==> config.mk <==
export PLATFORM = sky130hd
export DESIGN_NAME = branch_resolve
export DESIGN_NICKNAME = d
export VERILOG_FILES = /design/src/rtl/branch_pkg.sv /design/src/rtl/branch_bht.sv /design/src/rtl/branch_resolve.sv
export SDC_FILE = /design/constraint.sdc
export NUM_CORES = 1
export LEC_CHECK = 0
export BUFFER_PORTS_ARGS = -buffer_cell sky130_fd_sc_hd__buf_4
export CORE_ASPECT_RATIO = 1.75
export CORE_UTILIZATION = 43
export CTS_CLUSTER_SIZE = 40
export DETAILED_ROUTE_END_ITERATION = 8
export PLACE_DENSITY = 0.83
export SYNTH_ARGS = -nofsm -noshare
export SYNTH_HDL_FRONTEND = slang
export SYNTH_HIERARCHICAL = 1
export SYNTH_SLANG_ARGS = --single-unit
export TNS_END_PERCENT = 50
==> constraint.sdc <==
create_clock -name clk -period 2.6 [get_ports clk]
set_input_delay 0.52 -clock clk [delete_from_list [all_inputs] [get_ports clk]]
set_output_delay 0.52 -clock clk [all_outputs]
set_load 0.005 [all_outputs]
==> src/rtl/branch_pkg.sv <==
// Shared encodings for the WISC branch-resolution stage: condition codes,
// flag bit positions and the reset value of the prediction counters.
package branch_pkg;

    typedef enum logic [2:0] {
        COND_NEVER  = 3'b000,
        COND_CARRY  = 3'b001,
        COND_EQ     = 3'b010,
        COND_GE     = 3'b011,
        COND_LT     = 3'b100,
        COND_NE     = 3'b101,
        COND_LE     = 3'b110,
        COND_ALWAYS = 3'b111
    } cond_e;

    localparam int FLAG_CF = 0;
    localparam int FLAG_OF = 1;
    localparam int FLAG_ZF = 2;
    localparam int FLAG_SF = 3;

    localparam logic [1:0] CTR_RESET = 2'b01;

    // Signed "less than" is sf != of after the subtract op_a - op_b.
    function automatic logic cond_met(input logic [2:0] code, input logic [3:0] f);
        logic lt;
        lt = f[FLAG_SF] ^ f[FLAG_OF];
        case (cond_e'(code))
            COND_NEVER:  cond_met = 1'b0;
            COND_CARRY:  cond_met = f[FLAG_CF];
            COND_EQ:     cond_met = f[FLAG_ZF];
            COND_GE:     cond_met = !lt;
            COND_LT:     cond_met = lt;
            COND_NE:     cond_met = !f[FLAG_ZF];
            COND_LE:     cond_met = f[FLAG_ZF] | lt;
            COND_ALWAYS: cond_met = 1'b1;
            default:     cond_met = 1'b0;
        endcase
    endfunction

endpackage

==> src/rtl/branch_bht.sv <==
// Branch history table: DEPTH two-bit saturating counters with one
// combinational lookup port and one update port (lookup sees pre-update value).
module branch_bht
    import branch_pkg::*;
#(
    parameter int DEPTH = 16,
    localparam int IDX_W = $clog2(DEPTH)
) (
    input  logic             clk,
    input  logic             rst_n,
    input  logic [IDX_W-1:0] lookup_idx,
    output logic             lookup_taken,
    input  logic             upd_en,
    input  logic [IDX_W-1:0] upd_idx,
    input  logic             upd_taken
);

    logic [1:0] ctr [DEPTH];

    always_ff @(posedge clk or negedge rst_n) begin
        if (!rst_n) begin
            for (int i = 0; i < DEPTH; i++) begin
                ctr[i] <= CTR_RESET;
            end
        end else if (upd_en) begin
            if (upd_taken) begin
                if (ctr[upd_idx] != 2'b11) ctr[upd_idx] <= ctr[upd_idx] + 2'd1;
            end else begin
                if (ctr[upd_idx] != 2'b00) ctr[upd_idx] <= ctr[upd_idx] - 2'd1;
            end
        end
    end

    assign lookup_taken = ctr[lookup_idx][1];

endmodule

==> src/rtl/branch_resolve.sv <==
// Pipelined branch-resolution stage with a single-entry valid/ready output register.
// Define BRANCH_RESOLVE_BHT_EN to add a 2-bit-counter history table for fetch prediction.
module branch_resolve
    import branch_pkg::*;
#(
    parameter int WIDTH     = 16,
    parameter int PC_W      = 16,
    parameter int BHT_DEPTH = 16
) (
    input  logic            clk,
    input  logic            rst_n,
    input  logic            in_valid,
    output logic            in_ready,
    input  logic [2:0]      cond,
    input  logic [WIDTH-1:0] op_a,
    input  logic [WIDTH-1:0] op_b,
    input  logic [PC_W-1:0] pc,
    input  logic [PC_W-1:0] target,
    input  logic            in_pred,
    input  logic            flush,
    output logic            out_valid,
    input  logic            out_ready,
    output logic            taken,
    output logic            mispredict,
    output logic [PC_W-1:0] redirect_pc,
    output logic [3:0]      flags_q,
    input  logic [PC_W-1:0] lookup_pc,
    output logic            lookup_taken
);

    logic [WIDTH:0]   sum;
    logic [WIDTH-1:0] diff;
    logic [3:0]       flags;
    logic             cond_taken;
    logic             accept;
    logic             unused_lookup;

    // Subtract as op_a + ~op_b + 1 so the carry out is the no-borrow flag.
    always_comb begin
        sum   = {1'b0, op_a} + {1'b0, ~op_b} + {{WIDTH{1'b0}}, 1'b1};
        diff  = sum[WIDTH-1:0];
        flags = '0;
        flags[FLAG_CF] = sum[WIDTH];
        flags[FLAG_ZF] = (diff == '0);
        flags[FLAG_SF] = diff[WIDTH-1];
        flags[FLAG_OF] = (op_a[WIDTH-1] != op_b[WIDTH-1]) && (diff[WIDTH-1] != op_a[WIDTH-1]);
    end

    assign cond_taken = cond_met(cond, flags);
    assign in_ready   = !out_valid || out_ready;
    assign accept     = in_valid && in_ready && !flush;

    // Flush wins over a same-cycle accept and leaves flags_q untouched.
    always_ff @(posedge clk or negedge rst_n) begin
        if (!rst_n) begin
            out_valid   <= 1'b0;
            taken       <= 1'b0;
            mispredict  <= 1'b0;
            redirect_pc <= '0;
            flags_q     <= '0;
        end else if (flush) begin
            out_valid <= 1'b0;
        end else if (accept) begin
            out_valid   <= 1'b1;
            taken       <= cond_taken;
            mispredict  <= cond_taken ^ in_pred;
            redirect_pc <= cond_taken ? target : pc + PC_W'(2);
            flags_q     <= flags;
        end else if (out_ready) begin
            out_valid <= 1'b0;
        end
    end

    assign unused_lookup = ^lookup_pc;

`ifdef BRANCH_RESOLVE_BHT_EN
    localparam int IDX_W = $clog2(BHT_DEPTH);

    branch_bht #(
        .DEPTH(BHT_DEPTH)
    ) u_bht (
        .clk          (clk),
        .rst_n        (rst_n),
        .lookup_idx   (lookup_pc[IDX_W:1]),
        .lookup_taken (lookup_taken),
        .upd_en       (accept),
        .upd_idx      (pc[IDX_W:1]),
        .upd_taken    (cond_taken)
    );
`else
    localparam int unused_depth = BHT_DEPTH;

    assign lookup_taken = 1'b0;
`endif

endmodule

==> impl.org, run 1 <==
** Pwr
- Maximum vdd ir drop :: roughly 0.32 mV
- In this run the power density over the cells is 400 nW/um^2.
- Leak :: 1.79 nW
- Overall power of the completed layout :: about 0.0014 W

** Detailed routing
- Post-route DRC violation count :: 6
- Detailed routing inserted a total of 2731 vias.
- The final layout contains routed wiring with a total length of 7390 um.
- Routed wirelength normalized by instance count :: around 15 um
- Vias per std cell :: 5.70
- The first TritonRoute pass finished after 6 iterations.
- ANT nets after route :: 0
- 1st-iter DRT viols :: 98

** Synthesis
- Multiplexer fraction of the synthesized cell area :: 0.00498
- After synthesis, the largest family of logic cells by area is compound AO/OA/AOI/OAI gates.
- After synthesis, the mean cell area works out to around 7.9 sq um.
- Of the total synthesized cell area, the portion taken by full adders, half adders and majority gates is 0.112.
- Yosys cell types :: 51
- The fraction of the mapped netlist area in compound gates is 0.271.
- Post-Synth Simple-Gate Area :: 0.218
- Post-Synthesis Cells :: 286
- Counting every net in the synthesized netlist gives 394.
- The synthesized design contains 0 enable-type register cells.
- Proportion of synthesized flip-flops having asynchronous set or reset :: 1.00
- Counting flops and latches in the post-synthesis netlist gives 23.
- The mapped netlist covers 2260 sq um.
- Xor and xnor fraction of the mapped netlist area :: 0.0620
- The most used flip-flop cell after synthesis is sky130_fd_sc_hd__dfrtp_1.
- The share of the Yosys chip area taken by registers is 0.255.
- During synthesis, Yosys emitted a total of 6 warnings.

** Final layout
- Leaving out fill and tap cells, the most frequent cell in the layout is sky130_fd_sc_hd__buf_4.
- Commonest cells after routing, fill and taps aside :: sky130_fd_sc_hd__buf_4, sky130_fd_sc_hd__nand2_1, sky130_fd_sc_hd__inv_1, sky130_fd_sc_hd__dfrtp_1, sky130_fd_sc_hd__a21oi_1
- The filler cells instantiated in the layout total 408.
- Fraction of layout cells with a size suffix above 1 :: 0.421
- Syn-to-layout area delta :: 59.2%
- Antenna diode count :: 0
- In the final design database the tool counted 534 nets.

** Clock tree
- Max clock buf depth :: 2
- Number of CTS-inserted buffers :: 3
- TritonCTS clock tree :: built
- Clock-pin slew on the worst setup and hold paths :: around 0.08 ns
- Clock tree sinks :: 23
- For the worst-skew pair, the clock arrives at the later sink with an insertion delay of ~0.26 ns.
- Max H-tree Level :: 1
- CTS root buffer :: sky130_fd_sc_hd__clkbuf_8

** Worst setup path
- The worst setup path is captured at a register.
- Along the worst path, the maximum fanout reaches 6.
- Counting cells, the worst reg-to-reg path comes to 5.
- The critical path is of the in -> reg type.
- The startpoint identified for the worst register-to-register timing path is out_valid.
- The worst register-to-register path ends at redirect_pc[6].
- Sort of element at the start of the critical path :: input port
- Setup slack of the most critical reg-to-reg path :: between 0.7 and 0.8 ns
- Data arrives at the worst endpoint at 4.30 ns.
- Data on the critical path is required at its endpoint by about 2.8 ns.

** STA
- Setup violations remaining at the end of the flow were counted as 22.
- Worst path setup slack after routing :: -1.55 ns
- Fraction of the cycle the final worst path needs :: 1.60
- The max-slew violation total from the final report is 0.
- The tightest hold path in the finished design has a slack of between 0.1 and 0.15 ns.
- Final Hold Fails :: 0
- Max Freq :: between 200 and 250 MHz
- Worst Tran Pin Value :: 1.01 ns
- Max-Slew Margin vs Limit :: 0.322
- Subtracting the final worst setup slack from the clock period gives 4.15 ns.
- Largest clock skew in the final design :: 0.00161 ns
- Unrepaired setup endpoints after global routing :: yes

** Run
- Total of max-cap violations :: 0

** Global route
- Total routing resource utilization after global routing :: 0.265
- Via count of the first global-routing pass :: 2768
- Entering global routing, the biggest net connects 41 pins.
- Global-route wire length before repair :: 11800 um
- GRT Residual Overflow :: 0
- The initial antenna violation count was 0.

** Floorplan
- For this configuration, the core starts out at a cell density of 0.450.
- Die Outline Area :: between 5000 and 6000 sq um
- Core box area :: 5020 sq um
- The die is about 57 um wide.
- Y dimension of the die :: between 90 and 100 um
- The floorplan has 34 rows.
- Pin placement for this block handled 114 I/O pins.

** Place
- Port Buffers :: 96
- Worst-case setup slack after placement :: -2.10 ns
- Routability Congestion :: 1.01
- The wire-length estimate of the detail-placed layout is roughly 5900 um.

** Outcome
- The run finished, with violations left.
- The checks that failed: design-rule violations, negative setup slack.

** Min path
- In this run the worst hold path is classified as in -> async.
logic make-up after synthesis:
family,count (synthesis)
AO/OA/AOI/OAI,84
multiplexers,1
other,1
buffers and inverters,41
flip-flops,23
XOR/XNOR,16
adder cells (fa/ha/maj),19
AND/OR/NAND/NOR,101
flip-flops by register name, indices dropped and copies added (netlist names):
signal,cells
redirect_pc,16
taken,1
flags_q,4
mispredict,1
out_valid,1
cells in the mapped netlist (all sizes together), types with 4 or more instances:
master	count	area, sq um
a21oi	23	119
a221o	13	130
a31oi	4	25.0
and2	5	31.3
and3	8	50.1
clkbuf	11	41.3
dfrtp	23	576
ha	17	213
inv	27	101
nand2	35	131
nand3	7	35.0
nand4	4	25.0
nor2	19	71.3
nor2b	5	31.3
nor3	6	30.0
o21ai	10	50.0
o31ai	4	30.0
xnor2	9	78.8
xor2	7	61.3
power by group:
part           internal [W]  switching (W)
combinational      0.000415       0.000327
sequential         0.000426      0.0000481
clock              0.000107       0.000117
total              0.000947       0.000492
worst max-delay path by stage:
stage               depth (start not counted)         endpoint    start
floorplan                                  20   redirect_pc[1]  op_b[4]
global placement                           20  redirect_pc[13]  op_b[4]
detailed placement                         20   redirect_pc[0]  op_b[4]
CTS                                        20   redirect_pc[0]  op_b[4]
global route                               20   redirect_pc[0]  op_b[4]
finish                                     20   redirect_pc[0]  op_b[4]
worst max-delay path: stages:
cell	delay, ns
sky130_fd_sc_hd__buf_8	0.09
sky130_fd_sc_hd__inv_12	0.03
sky130_fd_sc_hd__ha_4	0.27
sky130_fd_sc_hd__nand3_2	0.08
sky130_fd_sc_hd__a21bo_1	0.20
sky130_fd_sc_hd__a31oi_4	0.20
sky130_fd_sc_hd__o211a_1	0.20
sky130_fd_sc_hd__o31a_1	0.15
sky130_fd_sc_hd__o21ai_1	0.08
sky130_fd_sc_hd__nand2b_1	0.08
sky130_fd_sc_hd__a21oi_2	0.06
sky130_fd_sc_hd__fa_1	0.53
sky130_fd_sc_hd__o2111ai_2	0.11
sky130_fd_sc_hd__a2111oi_2	0.23
sky130_fd_sc_hd__nand4_1	0.14
sky130_fd_sc_hd__a2111o_1	0.41
sky130_fd_sc_hd__o31a_1	0.32
sky130_fd_sc_hd__and2_4	0.15
sky130_fd_sc_hd__buf_6	0.12
sky130_fd_sc_hd__a221o_1	0.31
metrics by stage:
step                      utilization  setup TNS, ns  std cells  instance area, sq um
after CTS                       0.708         -28.24        476                  3550
after global placement          0.683         -36.05        471                  3430
after floorplan                     -         -30.24        286                  2340
final                           0.717         -28.53        479                  3600
after detailed placement        0.683         -40.03        471                  3430
after global routing            0.717         -32.70        479                  3600
final cells by class:
type | count | area [sq um] | area share
Inverter | 27 | 119 | 0.0330
Clock inverter | 1 | 5.00 | 0.00139
Tap cell | 54 | 67.6 | 0.0188
Timing Repair Buffer | 149 | 1140 | 0.318
Sequential cell | 23 | 576 | 0.160
Clock buffer | 3 | 41.3 | 0.0115
Multi-Input combinational cell | 222 | 1650 | 0.457
per-layer routing:
layer | track usage | vias to the layer above | share of wire | routed length, um
met2 | 0.523 | 119 | 0.57 | 4250
li1 | - | 1316 | - | -
met3 | 0.0225 | 28 | 0.043 | 320
met1 | 0.273 | 1268 | 0.35 | 2560
met4 | 0.118 | 0 | 0.037 | 270
met5 | 0 | - | 0 | 0
timing repair:
action                     4_1_cts  5_1_grt
setup buffers                    1        3
setup endpoints to repair       22       22
gates cloned                     0        0
hold buffers                     0        0
pin swaps                        6        9
gates resized for setup         18        7
Power figures use the tool's default switching activity.
==> run 2, diff against run 1 <==
ABC_AREA = 1   (was default)
PLACE_DENSITY = 0.81   (was 0.83)
==> impl.org, run 2 <==
** Outcome
- The flow ran to the end, but the final reports show violations.
- Failing checks :: negative setup slack

** Clock tree
- Clock-pin slew on the worst setup and hold paths :: 0.09 ns
- TritonCTS clock tree :: built
- Max clock buf depth :: 2
- Clock tree synthesis found a total of 23 sinks.
- In this run the number of H-tree levels came out at 1.
- Number of CTS-inserted buffers :: 3
- At the later pin of the worst-skew pair, clock insertion delay measures 0.27 ns.
- CTS root buffer :: sky130_fd_sc_hd__clkbuf_8
- For this design, the CTS-stage hold fixing added 0 buffers.

** Synthesis
- The share of synthesized area in the top cell type comes to 0.221.
- Counting flops with an async set or reset pin after synthesis yields a share of 1.00.
- Largest cells by area after synthesis :: sky130_fd_sc_hd__dfrtp_1, sky130_fd_sc_hd__nand2_1, sky130_fd_sc_hd__inv_1
- Yosys cell types :: 33
- For this run, the leading register cell type out of synthesis is sky130_fd_sc_hd__dfrtp_1.
- Post-Synth Simple-Gate Area :: 0.425
- Ys Warns :: 6
- Share of the synthesized area in compound gates (AO/OA/AOI/OAI) :: 0.0577
- By instance count, the leading cell after synthesis is sky130_fd_sc_hd__nand2_1.
- The synthesized design contains 0 enable-type register cells.
- The cell count after synthesis came out at 430.
- Main combinational cell family by area after synthesis :: simple AND/OR/NAND/NOR gates
- Of the total synthesized cell area, the portion taken by XOR and XNOR cells is 0.0472.
- Synth top cells by count :: sky130_fd_sc_hd__nand2_1, sky130_fd_sc_hd__inv_1, sky130_fd_sc_hd__nand3_1
- Of the total synthesized cell area, the portion taken by full adders, half adders and majority gates is 0.0972.
- Synthesized netlist net count :: approximately 540
- The mapped netlist covers 2600 sq um.
- After synthesis, the share of cell area in mux cells is 0.
- For this run, the register share of the synthesized area comes to 0.221.
- In this run the mean area of a mapped cell was 6.05 sq um.
- Cell type with the highest aggregate area in the netlist :: sky130_fd_sc_hd__dfrtp_1
- Number of storage elements in the synthesis netlist :: 23

** Floorplan
- The total area inside the core boundary comes to 5830 sq um.
- Die Outline Area :: 6370 sq um
- For this design the top-level I/O count stands at 114.
- Starting Density :: 0.446
- X dimension of the die :: 60.8 um
- Measured along the y axis, the die boundary spans 105 um.
- Number of standard-cell rows in the floorplan :: 37

** Run
- Across the run, the number of max-cap violations was 0.

** Detailed routing
- Before antenna repair, the detailed router went through 5 iterations.
- Number of vias in the routed layout :: roughly 3400
- Total routed wirelength :: 8870 um
- Routed wirelength normalized by instance count :: 13.4 um
- In the routed layout, each cell is associated on average with a via count of 5.17.
- Post-route DRC violation count :: 0
- 1st-iter DRT viols :: 227
- ANT nets after route :: 0

** Final layout
- Commonest cells after routing, fill and taps aside :: sky130_fd_sc_hd__buf_4, sky130_fd_sc_hd__nand2_1, sky130_fd_sc_hd__inv_1
- Syn-to-layout area delta :: 63.3%
- The largest registers in the layout are redirect_pc: 16 flops, flags_q: 4 flops.
- Top register by number of flip-flops :: redirect_pc
- Commonest non-fill, non-tap cell in the layout :: sky130_fd_sc_hd__buf_4
- Net total in the final layout :: roughly 700
- At the end of the flow the core is filled with cells to 0.728.
- The number of antenna diodes in the final layout is 0.
- In the final layout, the share of cells above drive strength 1 is 0.363.
- Flip-flop count of the largest register after layout :: 16

** Worst setup path
- The worst register-to-register path has a depth of 7.
- STA puts the critical path data required time at 2.81 ns.
- Setup slack of the most critical reg-to-reg path :: between 0.8 and 0.9 ns
- The critical path is of the in -> reg type.
- The startpoint identified for the worst register-to-register timing path is out_valid.
- Data arrival time of the worst path :: 3.66 ns
- Along the worst path, the maximum fanout reaches 7.
- The worst register-to-register path ends at taken.
- Sort of element at the start of the critical path :: input port
- STA classifies the critical path endpoint as a register.

** STA
- Setup violations remaining at the end of the flow were counted as 20.
- The hold violation total from the final report came to 0.
- Worst Tran Pin Value :: 0.747 ns
- The max-slew violation total from the final report came to 0.
- The clock arrives with between 0.008 and 0.009 ns of skew.
- After layout, the minimum clock period comes to about 3.5 ns.
- Static timing analysis puts the maximum clock frequency at a little under 300 MHz.
- Fraction of the cycle the final worst path needs :: 1.33
- The worst pin sits at a relative slew slack of 0.501.
- After routing, the total negative slack on setup checks comes to -15.08 ns.
- Setup repair after global routing could not meet its margin everywhere.
- After layout, the worst setup slack is -0.853 ns.

** Global route
- GRT Residual Overflow :: 0
- The number of global-route vias before repair came to 3249.
- Number of antenna violations at the first check in global routing :: 0
- Total routing resource utilization after global routing :: 0.268
- Maximum number of pins on one net before global-route repair :: 24
- Global-route wire length before repair :: between 10000 and 15000 um

** Pwr
- Of the total power, registers draw 0.302.
- Leak :: between 2 and 2.5 nW
- Internal power :: 0.000964 W
- IR analysis of the VDD net gives a maximum drop of 0.194 mV.
- Power Dens Cells :: 362 nW/um^2
- Combinational group share of total power :: 0.550
- Relative contribution of the clock network to total power :: 0.148
- Fraction of power spent switching nets :: 0.373
- In this run the power spent charging and discharging nets is 0.000574 W.

** Place
- The count of buffers added on input and output ports is 96.
- Routability-driven placement finished with a final weighted congestion of 0.944.
- The wire-length estimate of the detail-placed layout is 6380 um.

** Min path
- Class of the most critical hold timing path :: in -> async
run 2: changes by cell type after synthesis, sizes merged, moves of 7 or more:
cell,previous run,this run
inv,27,88
clkbuf,11,4
nand4,4,19
nand2,35,142
a221o,13,0
and3,8,0
a21oi,23,14
nor2,19,31
nand3,7,47
run 2: cell families (layout without fill, tap and decap cells):
| logic type | after synthesis | in the layout |
|---|---|---|
| DFF | 23 | 23 |
| xor gates and xnor gates | 14 | 14 |
| adders and majority gates | 19 | 19 |
| and+or+nand+nor | 250 | 253 |
| other | 1 | 1 |
| buffers and inverters | 98 | 249 |
| AOI/OAI and AO/OA | 25 | 25 |
run 2: metrics by stage:
| stage | setup slack [ns] | cell area, sq um | std cells | hold slack, ns | total power (W) |
|---|---|---|---|---|---|
| global route | -1.12 | 4250 | 662 | 0.149 | 0.00164 |
| detailed placement | -1.12 | 3820 | 637 | 0.427 | 0.00122 |
| CTS | -0.704 | 4080 | 654 | 0.132 | 0.00149 |
| finish | -0.853 | 4250 | 662 | 0.129 | 0.00154 |
| floorplan | -0.792 | 2710 | 430 | 0.224 | 0.000843 |
| global placement | -1.01 | 3820 | 637 | 0.422 | 0.00120 |
run 2: worst max-delay path by stage:
stage	from	end	slack, ns
floorplan	op_b[2]	redirect_pc[2]	-0.79
global placement	op_a[10]	redirect_pc[6]	-1.01
detailed placement	op_b[8]	redirect_pc[10]	-1.12
CTS	op_b[4]	redirect_pc[11]	-0.70
global route	op_b[6]	redirect_pc[4]	-1.12
finish	op_a[5]	redirect_pc[9]	-0.85
run 2: worst max-delay path, stage by stage:
cell	delay (ns)
sky130_fd_sc_hd__buf_4	0.12
sky130_fd_sc_hd__ha_4	0.27
sky130_fd_sc_hd__nand2_4	0.05
sky130_fd_sc_hd__inv_2	0.06
sky130_fd_sc_hd__nand2_2	0.06
sky130_fd_sc_hd__nor3_2	0.13
sky130_fd_sc_hd__nand2_2	0.08
sky130_fd_sc_hd__buf_4	0.14
sky130_fd_sc_hd__buf_4	0.12
sky130_fd_sc_hd__buf_4	0.13
sky130_fd_sc_hd__buf_4	0.12
sky130_fd_sc_hd__buf_4	0.13
sky130_fd_sc_hd__buf_4	0.12
sky130_fd_sc_hd__buf_4	0.12
sky130_fd_sc_hd__buf_4	0.12
sky130_fd_sc_hd__buf_4	0.13
sky130_fd_sc_hd__nand3_1	0.08
sky130_fd_sc_hd__nand2_1	0.06
sky130_fd_sc_hd__inv_1	0.05
sky130_fd_sc_hd__nand3_1	0.11
sky130_fd_sc_hd__nor2_4	0.16
sky130_fd_sc_hd__buf_6	0.12
sky130_fd_sc_hd__nand3_4	0.17
sky130_fd_sc_hd__clkbuf_16	0.23
sky130_fd_sc_hd__nand4_1	0.08
sky130_fd_sc_hd__nand3_1	0.10
sky130_fd_sc_hd__nand2_1	0.08
run 2: what timing repair did:
action	CTS	global route
gates resized for setup	37	14
setup buffers	11	5
gates cloned	2	3
pin swaps	22	33
setup endpoints to repair	20	20
hold endpoints to repair	0	0
run 2: final cells by class:
| class | count | area (sq um) |
|---|---|---|
| Multi-Input combinational cell | 312 | 1890 |
| Tap cell | 78 | 97.6 |
| Clock buffer | 3 | 41.3 |
| Fill cell | 471 | 1590 |
| Timing Repair Buffer | 157 | 1290 |
| Sequential cell | 23 | 576 |
| Clock inverter | 1 | 5.00 |
| Inverter | 88 | 345 |
run 2: layer usage:
| metal | wire length [um] | global-route usage | vias to the layer above |
|---|---|---|---|
| met5 | 0 | 0 | - |
| met4 | 564 | 0.157 | 0 |
| met3 | 457 | 0.0248 | 46 |
| met2 | 4980 | 0.508 | 166 |
| met1 | 2870 | 0.258 | 1554 |
| li1 | - | - | 1659 |
run 2: power by group through the flow:
stage / Combinational (W) / Clock (W) / Sequential (W)
floorplan: 0.000370 / 0 / 0.000473
finish: 0.000846 / 0.000228 / 0.000464
detailed placement: 0.000750 / 0 / 0.000470
CTS: 0.000798 / 0.000228 / 0.000463
global route: 0.000931 / 0.000240 / 0.000471
global placement: 0.000734 / 0 / 0.000468
